===== src/rtl/ysyx_exu_lsu_arb_pkg.sv =====
// ----------------------------------------------------------------------------
// ysyx_exu_lsu_arb_pkg
// Shared definitions for the EXU load/store arbiter:
//   - lsu_arb_state_e : 2-bit arbiter FSM state encoding
//   - ALU_W           : width of the alu-op field forwarded to memory
// The tag width depends on the reservation-station size and is derived
// locally in the arbiter.
// ----------------------------------------------------------------------------
package ysyx_exu_lsu_arb_pkg;

    localparam int ALU_W = 5;

    typedef enum logic [1:0] {
        IDLE  = 2'd0,
        LOAD  = 2'd1,
        STORE = 2'd2,
        DRAIN = 2'd3
    } lsu_arb_state_e;

endpackage


===== src/rtl/ysyx_exu_lsu_arb_starve.sv =====
// ----------------------------------------------------------------------------
// ysyx_exu_lsu_arb_starve
// Load-starvation counter. Counts store grants made while a load is waiting
// and raises o_hit once STARVE_LIMIT such grants have happened in a row, so
// the arbiter lets the waiting load through.
// Only instantiated when YSYX_LSU_ARB_STARVE_EN is defined.
//
// Ports:
//   clock       in  clock
//   reset       in  synchronous active-high reset, clears the count
//   i_idle      in  arbiter is in IDLE this cycle
//   i_ld_valid  in  a load request is pending
//   i_st_grant  in  store handshake this cycle
//   i_ld_grant  in  load handshake this cycle
//   o_hit       out count has reached STARVE_LIMIT
// ----------------------------------------------------------------------------
module ysyx_exu_lsu_arb_starve #(
    parameter int STARVE_LIMIT = 4
) (
    input  logic clock,
    input  logic reset,
    input  logic i_idle,
    input  logic i_ld_valid,
    input  logic i_st_grant,
    input  logic i_ld_grant,
    output logic o_hit
);

    localparam int CNT_W = (STARVE_LIMIT > 0) ? $clog2(STARVE_LIMIT + 1) : 1;
    localparam logic [CNT_W-1:0] LIMIT = CNT_W'(STARVE_LIMIT);

    logic [CNT_W-1:0] r_cnt;

    always_ff @(posedge clock) begin
        if (reset) begin
            r_cnt <= '0;
        end else if (i_ld_grant || (i_idle && !i_ld_valid)) begin
            // The waiting load was served or went away: starvation is over.
            r_cnt <= '0;
        end else if (i_st_grant && i_ld_valid && (r_cnt < LIMIT)) begin
            r_cnt <= r_cnt + CNT_W'(1);
        end
    end

    assign o_hit = (r_cnt >= LIMIT);

endmodule


===== src/rtl/ysyx_exu_lsu_arb.sv =====
// ----------------------------------------------------------------------------
// ysyx_exu_lsu_arb
// Arbitrates a single memory port between speculative loads from the
// reservation station and committed stores. Stores have priority; with
// YSYX_LSU_ARB_STARVE_EN defined, a load that has waited through
// STARVE_LIMIT consecutive store grants wins the next arbitration.
// A pipeline flush cancels an outstanding load: the memory access is still
// drained to completion but its response is discarded. Stores are committed
// and are never cancelled.
//
// Parameters:
//   XLEN          data/address width
//   RS_SIZE       reservation-station entries (tag width = clog2(RS_SIZE))
//   STARVE_LIMIT  consecutive store grants tolerated while a load waits
//
// Ports:
//   clock, reset                         clock, synchronous active-high reset
//   flush_pipeline                       discard speculative loads
//   ld_req_valid/ready/addr/alu/tag      load request handshake
//   st_req_valid/ready/addr/data/alu     committed-store request handshake
//   mem_ren/wen/addr/wdata/alu           memory-port request (registered)
//   mem_rvalid/wready/rdata              memory-port response
//   ld_resp_valid/data/tag               1-cycle load response
//   st_done                              1-cycle store completion
//   busy                                 arbiter not in IDLE
//
// Configuration macro: YSYX_LSU_ARB_STARVE_EN
// ----------------------------------------------------------------------------
module ysyx_exu_lsu_arb
    import ysyx_exu_lsu_arb_pkg::*;
#(
    parameter  int XLEN         = 32,
    parameter  int RS_SIZE      = 4,
    parameter  int STARVE_LIMIT = 4,
    localparam int TAG_W        = (RS_SIZE > 1) ? $clog2(RS_SIZE) : 1
) (
    input  logic             clock,
    input  logic             reset,
    input  logic             flush_pipeline,

    input  logic             ld_req_valid,
    output logic             ld_req_ready,
    input  logic [XLEN-1:0]  ld_req_addr,
    input  logic [ALU_W-1:0] ld_req_alu,
    input  logic [TAG_W-1:0] ld_req_tag,

    input  logic             st_req_valid,
    output logic             st_req_ready,
    input  logic [XLEN-1:0]  st_req_addr,
    input  logic [XLEN-1:0]  st_req_data,
    input  logic [ALU_W-1:0] st_req_alu,

    output logic             mem_ren,
    output logic             mem_wen,
    output logic [XLEN-1:0]  mem_addr,
    output logic [XLEN-1:0]  mem_wdata,
    output logic [ALU_W-1:0] mem_alu,

    input  logic             mem_rvalid,
    input  logic             mem_wready,
    input  logic [XLEN-1:0]  mem_rdata,

    output logic             ld_resp_valid,
    output logic [XLEN-1:0]  ld_resp_data,
    output logic [TAG_W-1:0] ld_resp_tag,
    output logic             st_done,
    output logic             busy
);

    lsu_arb_state_e   r_state;
    logic             r_mem_ren;
    logic             r_mem_wen;
    logic [XLEN-1:0]  r_mem_addr;
    logic [XLEN-1:0]  r_mem_wdata;
    logic [ALU_W-1:0] r_mem_alu;
    logic             r_ld_resp_valid;
    logic [XLEN-1:0]  r_ld_resp_data;
    logic [TAG_W-1:0] r_ld_tag;
    logic             r_st_done;
    logic             r_busy;

    logic w_idle;
    logic w_ld_elig;
    logic w_starve_hit;
    logic w_st_ready;
    logic w_ld_ready;

    // Handshakes only happen in IDLE; a flush in IDLE makes the load
    // ineligible for that cycle, so it cannot steal the grant either.
    assign w_idle     = (r_state == IDLE) && !reset;
    assign w_ld_elig  = ld_req_valid && !flush_pipeline;
    assign w_st_ready = w_idle && st_req_valid && !(w_ld_elig && w_starve_hit);
    assign w_ld_ready = w_idle && w_ld_elig && !w_st_ready;

`ifdef YSYX_LSU_ARB_STARVE_EN
    ysyx_exu_lsu_arb_starve #(
        .STARVE_LIMIT (STARVE_LIMIT)
    ) u_starve (
        .clock      (clock),
        .reset      (reset),
        .i_idle     (w_idle),
        .i_ld_valid (ld_req_valid),
        .i_st_grant (w_st_ready),
        .i_ld_grant (w_ld_ready),
        .o_hit      (w_starve_hit)
    );
`else
    // Strict store priority: the starvation limit has no meaning here.
    logic w_unused_starve_limit;
    assign w_unused_starve_limit = (STARVE_LIMIT != 0);
    assign w_starve_hit          = 1'b0;
`endif

    always_ff @(posedge clock) begin
        if (reset) begin
            // Memory side is reset alongside, so in-flight accesses are
            // abandoned rather than drained.
            r_state         <= IDLE;
            r_mem_ren       <= 1'b0;
            r_mem_wen       <= 1'b0;
            r_mem_addr      <= '0;
            r_mem_wdata     <= '0;
            r_mem_alu       <= '0;
            r_ld_resp_valid <= 1'b0;
            r_ld_resp_data  <= '0;
            r_ld_tag        <= '0;
            r_st_done       <= 1'b0;
            r_busy          <= 1'b0;
        end else begin
            r_ld_resp_valid <= 1'b0;
            r_st_done       <= 1'b0;
            case (r_state)
                IDLE: begin
                    if (w_st_ready) begin
                        r_mem_addr  <= st_req_addr;
                        r_mem_wdata <= st_req_data;
                        r_mem_alu   <= st_req_alu;
                        r_mem_wen   <= 1'b1;
                        r_busy      <= 1'b1;
                        r_state     <= STORE;
                    end else if (w_ld_ready) begin
                        r_mem_addr  <= ld_req_addr;
                        r_mem_alu   <= ld_req_alu;
                        r_ld_tag    <= ld_req_tag;
                        r_mem_ren   <= 1'b1;
                        r_busy      <= 1'b1;
                        r_state     <= LOAD;
                    end
                end
                LOAD: begin
                    if (mem_rvalid) begin
                        r_mem_ren <= 1'b0;
                        r_busy    <= 1'b0;
                        r_state   <= IDLE;
                        // A flush coinciding with the response kills it.
                        if (!flush_pipeline) begin
                            r_ld_resp_valid <= 1'b1;
                            r_ld_resp_data  <= mem_rdata;
                        end
                    end else if (flush_pipeline) begin
                        // Memory already has the read; keep mem_ren up
                        // until it answers, then throw the data away.
                        r_state <= DRAIN;
                    end
                end
                STORE: begin
                    if (mem_wready) begin
                        r_mem_wen <= 1'b0;
                        r_st_done <= 1'b1;
                        r_busy    <= 1'b0;
                        r_state   <= IDLE;
                    end
                end
                DRAIN: begin
                    if (mem_rvalid) begin
                        r_mem_ren <= 1'b0;
                        r_busy    <= 1'b0;
                        r_state   <= IDLE;
                    end
                end
                default: begin
                    r_mem_ren <= 1'b0;
                    r_mem_wen <= 1'b0;
                    r_busy    <= 1'b0;
                    r_state   <= IDLE;
                end
            endcase
        end
    end

    assign ld_req_ready  = w_ld_ready;
    assign st_req_ready  = w_st_ready;
    assign mem_ren       = r_mem_ren;
    assign mem_wen       = r_mem_wen;
    assign mem_addr      = r_mem_addr;
    assign mem_wdata     = r_mem_wdata;
    assign mem_alu       = r_mem_alu;
    assign ld_resp_valid = r_ld_resp_valid;
    assign ld_resp_data  = r_ld_resp_data;
    assign ld_resp_tag   = r_ld_tag;
    assign st_done       = r_st_done;
    assign busy          = r_busy;

endmodule


===== config.mk =====
export PLATFORM = sky130hd
export DESIGN_NAME = ysyx_exu_lsu_arb
export DESIGN_NICKNAME = d
export VERILOG_FILES = /design/src/rtl/ysyx_exu_lsu_arb_pkg.sv /design/src/rtl/ysyx_exu_lsu_arb_starve.sv /design/src/rtl/ysyx_exu_lsu_arb.sv
export SDC_FILE = /design/constraint.sdc
export NUM_CORES = 1
export LEC_CHECK = 0
export CORE_ASPECT_RATIO = 0.5
export CORE_UTILIZATION = 42
export CTS_BUF_LIST = sky130_fd_sc_hd__clkbuf_4 sky130_fd_sc_hd__clkbuf_8
export DETAILED_ROUTE_END_ITERATION = 7
export HOLD_SLACK_MARGIN = 0.12
export PLACE_DENSITY = 0.95
export REMOVE_ABC_BUFFERS = 1
export SLEW_MARGIN = 20
export SYNTH_ARGS = -nofsm -noshare
export SYNTH_HDL_FRONTEND = slang
export SYNTH_SLANG_ARGS = --single-unit

===== constraint.sdc =====
create_clock -name clock -period 3.8 [get_ports clock]
set_input_delay 0.38 -clock clock [delete_from_list [all_inputs] [get_ports clock]]
set_output_delay 0.38 -clock clock [all_outputs]
set_load 0.005 [all_outputs]

==> metrics.txt, run 1 <==
min-delay worst type reg2reg; Unique masters post-synth 26; Worst R2R Setup Slack 1.83 ns; multi-input combinational cell area 1933 sq um; required time at the worst-slack endpoint 3.42 ns; wire length of the first global-routing pass 19,440 um; Inserted Diodes 0; crit path kind in2out; kind of end point of the critical path output pin; worst clock skew on the final layout 0.008379 ns; clock tree from TritonCTS done; CTS resizes 0; sum of negative setup slack 0 ns; Syn Area/Cell 8.895 sq um; outcome complete, no violations; final critical delay including setup and external delays 2.535 ns; Die Span X 145.5 um; final-stage net count 869; starting utilization of the core area 44.44%; worst reg2reg path startpoint r_state[0]; number of antenna violations at the first check in global routing 0; data arrival time of the worst path 2.15 ns; Period Utilization, post-route 66.71%; start point of the critical path reset; Via density 4.814; Leakage 2.825 nW; H-tree Lvls 3; global-route usage over all layers 23.34%; end of the worst register-to-register path ld_resp_data[22]; Total Power Consumption 2.565 mW; Num Clock Sinks 110; number of fill cells 709; latest clock arrival within the worst-skew pair 0.37 ns; count of yosys warnings during synthesis 0; number of standard cells after synthesis 486; Worst setup SP type input pin; Setup-failing EPs final 0; Final HPWL DP 9664 um; pin count of the biggest net entering global routing 71; most common library cell in the layout ignoring fill and taps sky130_fd_sc_hd__clkdlybuf4s50_1; tightest hold margin 0.4495 ns; final-report max-slew violation count 0; Hold Buf Count CTS 0; Critical Path End ld_req_ready; share of cells above drive strength 1 3.989%; slew margin rel. 38.42%; total grt overflow 0; maximum VDD drop 0.1828 mV; per-cell routed wire length 14.67 um; measured slew at the worst slew-check pin 0.9237 ns; area taken by flip-flops and latches 2202 sq um; Pwr Density 359.3 nW/um^2; number of global-route vias before repair 4,122; number of buffers added for setup after CTS 0; Core Box Area 9728 sq um; global placement routability congestion 0.7559; area delta synth->final 65.12%; highest fanout seen on the critical path 9; sequential-to-total area share from yosys stat 50.94%; I/O Pins 257; number of clock buffers inserted by TritonCTS 9; top library cells by usage in the layout, fill and taps aside sky130_fd_sc_hd__clkdlybuf4s50_1 (255), sky130_fd_sc_hd__nand2_1 (168), sky130_fd_sc_hd__dfxtp_1 (110); Yosys reg bits 110; number of iterations in the first detailed-routing pass 4; remaining number of nets flagged by the antenna check after routing 0; FF-to-FF path depth 4; RSZ-0062 raised after global routing false; Bufs on Longest Clock Path 2; vertical extent of the die 73.74 um; number of maximum-capacitance violations 0; DRC violation count after routing 0; Starting DRT DRC Count 147; total wire length after detailed routing 12,640 um; standard-cell row count 25; quantity of I/O buffers inserted on ports 256; clock tree root driver cell sky130_fd_sc_hd__clkbuf_8; final hold vios 0; CTS clock-pin slew for the worst setup and hold paths 0.09 ns; floorplan die area 10,730 sq um; maximum clock frequency 0.3945 GHz; via count of the routed design 4,150; post-synthesis instance area 4323 sq um
synthesized netlist by cell type:
| cell | number | share of area [%] |
|---|---|---|
| sky130_fd_sc_hd__a21oi_1 | 39 | 4.5 |
| sky130_fd_sc_hd__buf_2 | 13 | 1.5 |
| sky130_fd_sc_hd__buf_4 | 8 | 1.4 |
| sky130_fd_sc_hd__buf_6 | 4 | 1.0 |
| sky130_fd_sc_hd__clkbuf_1 | 12 | 1.0 |
| sky130_fd_sc_hd__dfxtp_1 | 110 | 51 |
| sky130_fd_sc_hd__inv_1 | 1 | 0.087 |
| sky130_fd_sc_hd__inv_2 | 1 | 0.087 |
| sky130_fd_sc_hd__mux2i_1 | 74 | 17 |
| sky130_fd_sc_hd__nand2_1 | 168 | 15 |
| sky130_fd_sc_hd__nand2b_1 | 1 | 0.14 |
| sky130_fd_sc_hd__nand3_1 | 3 | 0.35 |
| sky130_fd_sc_hd__nand3b_1 | 1 | 0.17 |
| sky130_fd_sc_hd__nand4bb_1 | 1 | 0.26 |
| sky130_fd_sc_hd__nor2_1 | 3 | 0.26 |
| sky130_fd_sc_hd__nor2b_1 | 2 | 0.29 |
| sky130_fd_sc_hd__nor3_4 | 1 | 0.38 |
| sky130_fd_sc_hd__nor3b_1 | 1 | 0.17 |
| sky130_fd_sc_hd__nor4b_2 | 1 | 0.35 |
| sky130_fd_sc_hd__nor4bb_1 | 1 | 0.23 |
| sky130_fd_sc_hd__o21a_1 | 1 | 0.17 |
| sky130_fd_sc_hd__o21ai_0 | 26 | 3.0 |
| sky130_fd_sc_hd__o21ai_1 | 10 | 1.2 |
| sky130_fd_sc_hd__o21bai_1 | 1 | 0.17 |
| sky130_fd_sc_hd__or3_1 | 2 | 0.29 |
| sky130_fd_sc_hd__or3b_4 | 1 | 0.26 |
area by class of cell:
class                      count  area share [%]
timing repair buffer         262           36.46
sequential                   110           30.85
multi-input combinational    337           27.08
tap                          135           2.366
clock buffer                  11           1.946
clock inverter                 5           1.174
inverter                       2          0.1227
critical path, cell delays in order:
cell                              delay [ns]
sky130_fd_sc_hd__clkdlybuf4s50_1        0.62
sky130_fd_sc_hd__or3_1                  0.44
sky130_fd_sc_hd__nor2_1                 0.16
sky130_fd_sc_hd__clkdlybuf4s50_1        0.55
sequential cells by signal, indices dropped and copies added, names as in the netlist:
name	count
ld_resp_valid	1
ld_resp_data	32
r_state	2
st_done	1
mem_alu	5
mem_addr	32
mem_ren	1
busy	1
mem_wdata	32
mem_wen	1
ld_resp_tag	2
per-layer routing:
layer	global-route usage (%)	vias up	share of wire, %	wire length [um]
met4	10.06	0	2.8	353
met5	0	-	0	0
met3	6.211	32	4.3	539
met1	24.42	1920	40	5039
met2	45.35	126	53	6711
li1	-	2072	-	-
stage by stage:
step                setup slack (ns)  cell area, sq um  instances  util (%)
finish                         1.265              7138        862     73.38
global route                   1.202              7138        862     73.38
CTS                            1.277              7137        862     73.36
detailed placement             1.284              6914        846     71.07
global placement               1.299              6914        846     71.07
floorplan                     0.3948              4108        449         -
how the worst min path moves through the flow:
stage               depth (start not counted)  slack, ns     startpoint             end
finish                                      2       0.45  mem_wdata[15]   mem_wdata[15]
global route                                4       0.46   st_req_valid  ld_resp_tag[0]
CTS                                         4       0.44   st_req_valid  ld_resp_tag[1]
detailed placement                          2       0.44   mem_wdata[8]    mem_wdata[8]
global placement                            2       0.44   mem_wdata[7]    mem_wdata[7]
floorplan                                   2       0.44  mem_wdata[10]   mem_wdata[10]
cell families (layout without fill, tap and decap cells):
logic type             count (synthesis)  in the layout  share of synthesized area [%]
buffers and inverters                 39            280                          5.152
AOI/OAI and AO/OA                     77             77                          9.031
and+or+nand+nor                      186            186                          17.74
muxes                                 74             74                          17.13
DFF                                  110            110                          50.94
power breakdown:
part | leakage (nW) | internal, mW | total [mW] | switching (mW)
registers | 0.902 | 1.23 | 1.28 | 0.0457
clock network | 0.107 | 0.387 | 0.772 | 0.385
logic | 1.82 | 0.334 | 0.514 | 0.180
No activity file was read; power rests on OpenSTA's default activity.
==> run 2: changes to the inputs <==
--- a/config.mk
+++ b/config.mk
@@ -6,11 +6,11 @@
 export NUM_CORES = 1
 export LEC_CHECK = 0
 export CORE_ASPECT_RATIO = 0.5
-export CORE_UTILIZATION = 42
+export CORE_UTILIZATION = 35
 export CTS_BUF_LIST = sky130_fd_sc_hd__clkbuf_4 sky130_fd_sc_hd__clkbuf_8
 export DETAILED_ROUTE_END_ITERATION = 7
 export HOLD_SLACK_MARGIN = 0.12
-export PLACE_DENSITY = 0.95
+export PLACE_DENSITY = 0.88
 export REMOVE_ABC_BUFFERS = 1
 export SLEW_MARGIN = 20
 export SYNTH_ARGS = -nofsm -noshare
==> constraint.sdc (replaced) <==
create_clock -name clock -period 2.3 [get_ports clock]
set_input_delay 0.23 -clock clock [delete_from_list [all_inputs] [get_ports clock]]
set_output_delay 0.23 -clock clock [all_outputs]
set_load 0.005 [all_outputs]
==> run 2 against run 1 <==
  * Core utilization shrank 13 points
  * Die area grew 20%
  * Critical endpoint is now st_req_ready
  * Non-clock buffer count grew 9
  * Largest power group unchanged
  * Largest cell class unchanged
  * Register-to-register slack lost 1.1 ns
==> metrics.txt, run 2 (same netlist as run 1, synthesis figures left out) <==
top library cells by usage in the layout, fill and taps aside sky130_fd_sc_hd__clkdlybuf4s50_1 (255), sky130_fd_sc_hd__nand2_1 (168), sky130_fd_sc_hd__dfxtp_1 (110); number of antenna violations at the first check in global routing 0 (unchanged); global placement routability congestion 0.8131 (+7.6%); share of cells above drive strength 1 5.034% (+1.0 points); outcome complete, no violations; Switching Fraction 24.82% (+1.0 points); total wire length after detailed routing 12,810 um (+1.3%); number of global-route vias before repair 3,821 (-7.3%); Final HPWL DP 9863 um (+2.1%); wire length of the first global-routing pass 19,400 um (-0.22%); maximum VDD drop 0.2905 mV (+59%); I/O Pins 257 (unchanged); final-stage net count 878 (+1.0%); tightest hold margin 0.3352 ns (-0.1143 ns); sequential power share 51.6% (+1.7 points); slew margin rel. 58.21% (+20 points); sum of negative setup slack 0 ns (unchanged); Cell Count, Final, Fillers Out 900 (+4.4%); multi-input combinational cell area 1933 sq um (unchanged); kind of end point of the critical path output pin; number of buffers added for setup after CTS 0 (unchanged); per-cell routed wire length 14.23 um (-3.0%); worst clock skew on the final layout 0.009015 ns (+0.0006357 ns); DRC violation count after routing 0 (unchanged); pin count of the biggest net entering global routing 42 (-41%); Inserted Diodes 0 (unchanged); area delta synth->final 67.47%; quantity of I/O buffers inserted on ports 256 (unchanged); measured slew at the worst slew-check pin 0.6268 ns (-0.2969 ns); CTS resizes 0 (unchanged); via count of the routed design 4,132 (-0.43%); global routing usage on met3 3.926% (-2.3 points); Starting DRT DRC Count 243 (+65%); final critical delay including setup and external delays 2.088 ns; minimum setup slack after placement 0.2352 ns (-1.048 ns); total net switching power 1.012 mW (+66%); standard-cell row count 28 (+12%); Leakage 2.876 nW (+1.8%); maximum clock frequency 0.4790 GHz; share of total power in combinational logic 21.7% (+1.7 points); total grt overflow 0 (unchanged); utilization after layout 60.78% (-13 points); starting utilization of the core area 36.29% (-8.1 points); clock tree root driver cell sky130_fd_sc_hd__clkbuf_8; number of fill cells 1,006 (+42%); number of cells after detailed placement 885 (+4.6%); internal power summed over all cells 3.064 mW (+57%); most used routing layer met2; Hold Buf Count CTS 0 (unchanged); crit path kind reg2out; highest fanout seen on the critical path 8 (-1); min-delay worst type in2reg; Core Box Area 11,910 sq um (+22%); final hold vios 0 (unchanged); data arrival time of the worst path 1.86 ns (-0.29 ns); Worst setup SP type flip-flop; latest clock arrival within the worst-skew pair 0.36 ns (about the same); most common library cell in the layout ignoring fill and taps sky130_fd_sc_hd__clkdlybuf4s50_1; global-route usage over all layers 19.16% (-4.2 points); setup ws final 0.2123 ns (-1.053 ns); final-report max-slew violation count 0 (unchanged); required time at the worst-slack endpoint 2.07 ns (-1.35 ns); number of clock buffers inserted by TritonCTS 9 (unchanged); remaining number of nets flagged by the antenna check after routing 0 (unchanged); Num Clock Sinks 110 (unchanged); Die Span X 159.2 um (+9.4%); Setup-failing EPs final 0 (unchanged); Pwr Density 563.0 nW/um^2 (+57%); M1 GR Usage 21.66% (-2.8 points); clock tree from TritonCTS done; area taken by flip-flops and latches 2202 sq um (unchanged); number of maximum-capacitance violations 0 (unchanged); RSZ-0062 raised after global routing false; CTS clock-pin slew for the worst setup and hold paths 0.10 ns (about the same); hold_sp st_req_valid; vertical extent of the die 80.59 um (+9.3%); worst reg2reg path startpoint r_state[1]; Via density 4.591 (-4.6%); start point of the critical path r_state[1]; Period Utilization, post-route 90.77%; floorplan die area 12,830 sq um (+20%); number of iterations in the first detailed-routing pass 4 (unchanged); share of total power in the clock network 26.8% (-3.3 points); met2 capacity usage during global routing 36.10% (-9.3 points); Bufs on Longest Clock Path 2 (unchanged); H-tree Lvls 3 (unchanged)
run 2: metrics by stage:
stage	power (mW)	instance area [sq um]
floorplan	2.397	4108
global placement	3.009	7057
detailed placement	3.034	7057
CTS	4.132	7239
global route	4.278	7239
finish	4.076	7239
run 2: layer usage:
metal	routed length [um]	part of all wire, %	vias up
met5	0	0	-
met2	6693	52	110
met1	5309	41	1903
met4	304	2.4	0
li1	-	-	2094
met3	500	3.9	25
run 2: critical path, stage by stage, from the launching register on:
cell	delay (ns)
sky130_fd_sc_hd__dfxtp_1	0.33
sky130_fd_sc_hd__buf_4	0.18
sky130_fd_sc_hd__nor4b_4	0.39
sky130_fd_sc_hd__clkdlybuf4s50_1	0.60
run 2: worst paths after layout:
check              endpoint  slack (ns)  depth (start not counted)
max            st_req_ready        0.21                          3
min          ld_resp_tag[0]        0.34                          4
max reg2reg    mem_wdata[3]        0.75                          4
min reg2reg    mem_wdata[5]        0.45                          2
run 2: power groups by stage:
stage          Sequential (mW)  Clock [mW]  Combinational (mW)
2_1_floorplan             2.16           0               0.236
3_3_place_gp              2.14           0               0.869
3_5_place_dp              2.15           0               0.888
4_1_cts                   2.10        1.14               0.892
5_1_grt                   2.12        1.21               0.945
6_report                  2.10        1.09               0.884
run 2: cell type report:
class / count / share of cell area (%)
Multi-Input combinational cell: 337 / 26.70
Tap cell: 165 / 2.852
Inverter: 2 / 0.1037
Clock inverter: 4 / 0.4321
Timing Repair Buffer: 271 / 37.40
Sequential cell: 110 / 30.42
Clock buffer: 11 / 2.091
